File: src/rtl/huffman_pkg.sv
// Shared types and constants for the Huffman bit packer.
package huffman_pkg;
  localparam int NUM_SYM = 6;
  localparam int CODE_W  = 8;

  typedef enum logic [1:0] {IDLE, RUN, FLUSH, DONE} pk_state_t;

  typedef struct packed {
    logic [7:0] hc;
    logic [3:0] len;
  } code_entry_t;

  function automatic logic [3:0] popcount8(input logic [CODE_W-1:0] m);
    logic [3:0] c;
    c = '0;
    for (int i = 0; i < CODE_W; i++) c = c + {3'b000, m[i]};
    return c;
  endfunction
endpackage

File: src/rtl/huffman_code_rom.sv
// Code table latch: stores each symbol's masked code and its length.
module huffman_code_rom
  import huffman_pkg::*;
(
  input  logic                              clk,
  input  logic                              reset_n,
  input  logic                              code_valid,
  input  logic [NUM_SYM-1:0][CODE_W-1:0]    hc,
  input  logic [NUM_SYM-1:0][CODE_W-1:0]    m,
  output code_entry_t [NUM_SYM-1:0]         tbl
);
  always_ff @(posedge clk or negedge reset_n) begin
    if (!reset_n) begin
      tbl <= '0;
    end else if (code_valid) begin
      for (int s = 0; s < NUM_SYM; s++) begin
        tbl[s].hc  <= hc[s] & m[s];
        tbl[s].len <= popcount8(m[s]);
      end
    end
  end
endmodule

File: src/rtl/huffman_packer.sv
// Packs variable-length Huffman codes into bytes, oldest bit first in bit 7.
module huffman_packer
  import huffman_pkg::*;
#(
  parameter int BUF_W = 16
) (
  input  logic       clk,
  input  logic       reset_n,
  input  logic       code_valid,
  input  logic [7:0] HC1, HC2, HC3, HC4, HC5, HC6,
  input  logic [7:0] M1, M2, M3, M4, M5, M6,
  input  logic       sym_valid,
  input  logic [7:0] sym_data,
  output logic       sym_ready,
  input  logic       flush,
  output logic       byte_valid,
  output logic [7:0] byte_data,
  input  logic       byte_ready,
  output logic       done,
  output logic       err
);
  localparam int FW = $clog2(BUF_W + 1);

  pk_state_t                state, state_n;
  code_entry_t [NUM_SYM-1:0] tbl;
  code_entry_t              ent;
  logic [BUF_W-1:0]         acc, acc_n, popped, code_ext;
  logic [FW-1:0]            fill, fill_n, fill_p, sh;
  logic [2:0]               idx;
  logic                     sym_xfer, byte_xfer, legal, bv_n, done_n;

  huffman_code_rom u_rom (
    .clk        (clk),
    .reset_n    (reset_n),
    .code_valid (code_valid),
    .hc         ({HC6, HC5, HC4, HC3, HC2, HC1}),
    .m          ({M6, M5, M4, M3, M2, M1}),
    .tbl        (tbl)
  );

  // Accumulator head is the MSB; new codes land just below the current fill.
  always_comb begin
    sym_xfer  = sym_valid && sym_ready;
    byte_xfer = byte_valid && byte_ready;
    idx       = 3'(sym_data - 8'd1);
    ent       = '0;
    legal     = 1'b0;
    if (sym_data >= 8'd1 && sym_data <= 8'd6) begin
      ent   = tbl[idx];
      legal = (ent.len != 4'd0);
    end
    popped   = byte_xfer ? (acc << 8) : acc;
    fill_p   = byte_xfer ? ((fill >= FW'(8)) ? fill - FW'(8) : '0) : fill;
    code_ext = {{(BUF_W-CODE_W){1'b0}}, ent.hc};
    sh       = FW'(BUF_W) - fill_p - FW'(ent.len);
    acc_n    = popped;
    fill_n   = fill_p;
    if (sym_xfer && legal) begin
      acc_n  = popped | (code_ext << sh);
      fill_n = fill_p + FW'(ent.len);
    end

    state_n = state;
    case (state)
      IDLE:    if (code_valid) state_n = RUN;
      RUN:     if (flush) state_n = FLUSH;
      FLUSH:   if (fill == '0 && !byte_valid) state_n = DONE;
      default: state_n = RUN;
    endcase

    // During FLUSH a short remainder goes out as a zero-padded final byte.
    bv_n   = (fill_n >= FW'(8)) || (state_n == FLUSH && fill_n != '0);
    done_n = ((state == RUN && flush) || (state == FLUSH && byte_xfer)) && fill_n == '0;
  end

  always_ff @(posedge clk or negedge reset_n) begin
    if (!reset_n) begin
      state      <= IDLE;
      acc        <= '0;
      fill       <= '0;
      sym_ready  <= 1'b0;
      byte_valid <= 1'b0;
      byte_data  <= '0;
      done       <= 1'b0;
      err        <= 1'b0;
    end else begin
      state      <= state_n;
      acc        <= acc_n;
      fill       <= fill_n;
      sym_ready  <= (state_n == RUN) && (fill_n <= FW'(BUF_W-8)) && !flush;
      byte_valid <= bv_n;
      byte_data  <= acc_n[BUF_W-1 -: 8];
      done       <= done_n;
      err        <= sym_xfer && !legal;
    end
  end
endmodule
File: config.mk
export PLATFORM = sky130hd
export DESIGN_NAME = huffman_packer
export DESIGN_NICKNAME = d
export VERILOG_FILES = /design/src/rtl/huffman_pkg.sv /design/src/rtl/huffman_code_rom.sv /design/src/rtl/huffman_packer.sv
export SDC_FILE = /design/constraint.sdc
export NUM_CORES = 1
export LEC_CHECK = 0
export CAP_MARGIN = 15
export CORE_MARGIN = 1
export CORE_UTILIZATION = 45
export DETAILED_ROUTE_END_ITERATION = 8
export PLACE_DENSITY = 0.74
export SLEW_MARGIN = 20
export SYNTH_ARGS = -nofsm -noshare
export SYNTH_HDL_FRONTEND = slang
export SYNTH_SLANG_ARGS = --single-unit
File: constraint.sdc
create_clock -name clk -period 8.8 [get_ports clk]
set_input_delay 1.76 -clock clk [delete_from_list [all_inputs] [get_ports clk]]
set_output_delay 1.76 -clock clk [all_outputs]
set_load 0.1 [all_outputs]
==> summary.md <==
| Metric | Value |
|---|---|
| Outcome | complete, no violations |
| P_leak | 3.710 nW |
| Routed length per instance | 16.62 um |
| Fill cell count | 1,210 |
| Initial antenna violation count | 0 |
| Maximum VDD drop | 0.0001061 V |
| Final setup viols | 0 |
| Syn nets | 861 |
| Worst Skew | 0.007967 ns |
| Post-synth top flop | dfrtp_1 |
| DP HPWL | 12.78 mm |
| Syn_area_per_cell | 9.493 sq um |
| CP peak stage delay | 0.88 ns |
| Synth top area cells | dfrtp_1 (38%), fa_1 (7.6%), inv_1 (7.6%), ha_1 (6.3%), o21ai_0 (5.0%) |
| Fmax | 0.1575 GHz |
| Via count of the first global-routing pass | 5,340 |
| Top cell family by delay on the critical path | adder cells |
| Setup repair after global routing missed its margin | false |
| I/O Buffers | 121 |
| Residual DRC | 0 |
| Total number of vias | 5,219 |
| Clk slew on worst S/H paths | 0.06 ns |
| Critical path's most frequent cell | ha_1 |
| Rel. slew slack | 35.14% |
| DR iter-0 viols | 356 |
| EDFF count, synth | 0 |
| CP Capture Type | flip-flop |
| Fraction of layout cells with a size suffix above 1 | 7.566% |
| Critical-path top delay cell | ha_1 |
| Slew of the pin with the lowest slew margin | 0.9699 ns |
| CTS tree | built |
| Vias per cell | 5.364 |
| Critical Path RT | 9.09 ns |
| Final nets | 956 |
| First-pass GRT wire length | 26.43 mm |
| Setup Fix Bufs, Post-CTS | 0 |
| Yosys top cell by area | dfrtp_1 |
| Power Density | 192.6 mW/mm^2 |
| Worst hold path class | flip-flop to flip-flop |
| Post-synth top area share | 37.66% |
| Max cap viols | 0 |
| Layout Cells excl Fill | 973 |
| Final Critical Period | 6.349 ns |
| CP max FO | 29 |
| Placed cells | 957 |
| DIE HEIGHT | 122.9 um |
| Gp weighted congestion | 0.9153 |
| Clock Path Buffers | 2 |
| Post-synth cell types | 53 |
| Pre-antenna DRT Iters | 5 |
| Post-Route WL | 16.17 mm |
| Largest net degree at the start of global routing | 77 |
| Crit-path cells | clkdlybuf4s50_1, buf_4, inv_1, ha_1, mux4_2, nand2_1, a21oi_1, ha_1, inv_1, ha_1, ha_1, a21oi_1, xor2_1, nand3_2, nor3_1, or3_1 |
| Sequential area share after synthesis | 37.66% |
| Worst-Skew Late Latency | 0.35 ns |
| CTS root buf | clkbuf_16 |
| Clk sinks | 99 |
| Resize count post-CTS | 0 |
| Most common cell after layout, fill and taps aside | inv_1 |
| Count of pins over their slew limit | 0 |
| Final hold vios | 0 |
| Gate Count Post-Synth | 693 |
| Number of H-tree levels | 3 |
| Gr usage total | 23.12% |
| CP Buf/Inv Count | 4 |
| Die extent in x | 122.9 um |
| Initial Util | 46.67% |
| Antenna Diode Count | 0 |
| Hold_buf cts | 0 |
| Ys async rst share | 100.0% |
| Yosys reg bits | 99 |
| Sum Neg Setup Slack | 0 ns |
| Mapped cell area | 0.006579 sq mm |
| Area delta synth->final | 24.42% |
| Row cnt | 43 |
| WP data arrival | 6.63 ns |
| IO Count | 122 |
| Crit path kind | primary input to flip-flop |
| TritonCTS Buffers | 9 |
| GR Overflow Total | 0 |
| CP Launch Type | primary input |
| Antenna Violating Nets Remaining | 0 |
| Commonest non-fill, non-tap cells in the layout | inv_1 (133), clkdlybuf4s50_1 (119), dfrtp_1 (99), o21ai_0 (66), nand3_1 (58) |
| Core ar. | 0.01410 sq mm |
| Tcrit/Tclk final | 72.15% |
| Die area | 0.01511 sq mm |
| Number of warnings issued by yosys | 0 |
power breakdown:
| group | internal [mW] | leakage (nW) | switching, mW |
|---|---|---|---|
| Sequential | 0.526 | 1.28 | 0.0488 |
| Clock | 0.266 | 0.166 | 0.173 |
| Combinational | 0.244 | 2.26 | 0.319 |
| Total | 1.04 | 3.71 | 0.541 |
per-stage QoR:
| stage | worst slack (ns) | power [mW] | utilization, % | hold slack, ns | cell area [sq um] |
|---|---|---|---|---|---|
| finish | 2.451 | 1.576 | 58.07 | 0.4769 | 8185 |
| global placement | 2.299 | 1.118 | 55.61 | 0.4626 | 7839 |
| floorplan | 3.225 | 0.9528 | - | 0.4457 | 6579 |
| detailed placement | 2.109 | 1.140 | 55.61 | 0.4671 | 7839 |
| global route | 2.102 | 1.664 | 58.07 | 0.5077 | 8185 |
| CTS | 2.411 | 1.582 | 57.99 | 0.4814 | 8174 |
sequential cells by signal, indices dropped and copies added, names as in the netlist:
| name | flops |
|---|---|
| sym_ready | 1 |
| err | 1 |
| byte_valid | 1 |
| done | 1 |
| state | 2 |
| acc | 16 |
| u_rom.tbl | 72 |
| fill | 5 |
final timing paths:
check,start,end,slack [ns],depth (start not counted)
worst max register to register,byte_valid,acc[10],5.13,12
worst min-delay path,acc[2],acc[2],0.48,1
worst max-delay path,sym_data[0],acc[10],2.45,16
min in group asynchronous,reset_n,acc[15],1.37,1
max in group asynchronous,reset_n,u_rom.tbl[66],6.32,2
worst min register to register,acc[2],acc[2],0.48,1
Yosys cell counts, drive strengths merged, types with 3 or more instances:
library cell and n:
inv 133, dfrtp 99, o21ai 67, nand3 59, ha 33, nand2 33
a21oi 29, mux2i 27, fa 25, clkbuf 23, mux2 20, nor2 19
buf 17, nor3 16, xnor2 13, mux4 12, a21o 7, o22ai 6
a211oi 5, nor4 5, or4 5, a221oi 4, a31oi 3, nand2b 3
nor2b 3, xor2 3
metal layers:
metal	routed length, um	vias up	track usage (%)	part of all wire (%)
met1	6909	2471	29.24	43
met2	7958	189	39.04	49
met4	441	0	10.29	2.7
li1	-	2518	-	-
met3	857	41	3.690	5.3
met5	0	-	0	0
layout make-up:
class	instances	area, sq um	area share (%)
Multi-Input combinational cell	421	3420	41.78
Clock inverter	5	82.58	1.009
Clock buffer	11	252.7	3.088
Tap cell	180	225.2	2.751
Inverter	133	499.2	6.099
Sequential cell	99	2477	30.27
Timing Repair Buffer	124	1229	15.01
kinds of logic (layout without fill, tap and decap cells):
family          count (synthesis)  count (layout)  share of synthesized area, %
buf+inv                       173             273                         10.65
simple gates                  151             151                         11.58
compound gates                137             137                         12.29
flops                          99              99                         37.66
mux                            59              59                         11.81
fa+ha+maj                      58              58                         13.88
xor+xnor                       16              16                         2.130
Note: power is estimated with default switching activity, not from simulation.
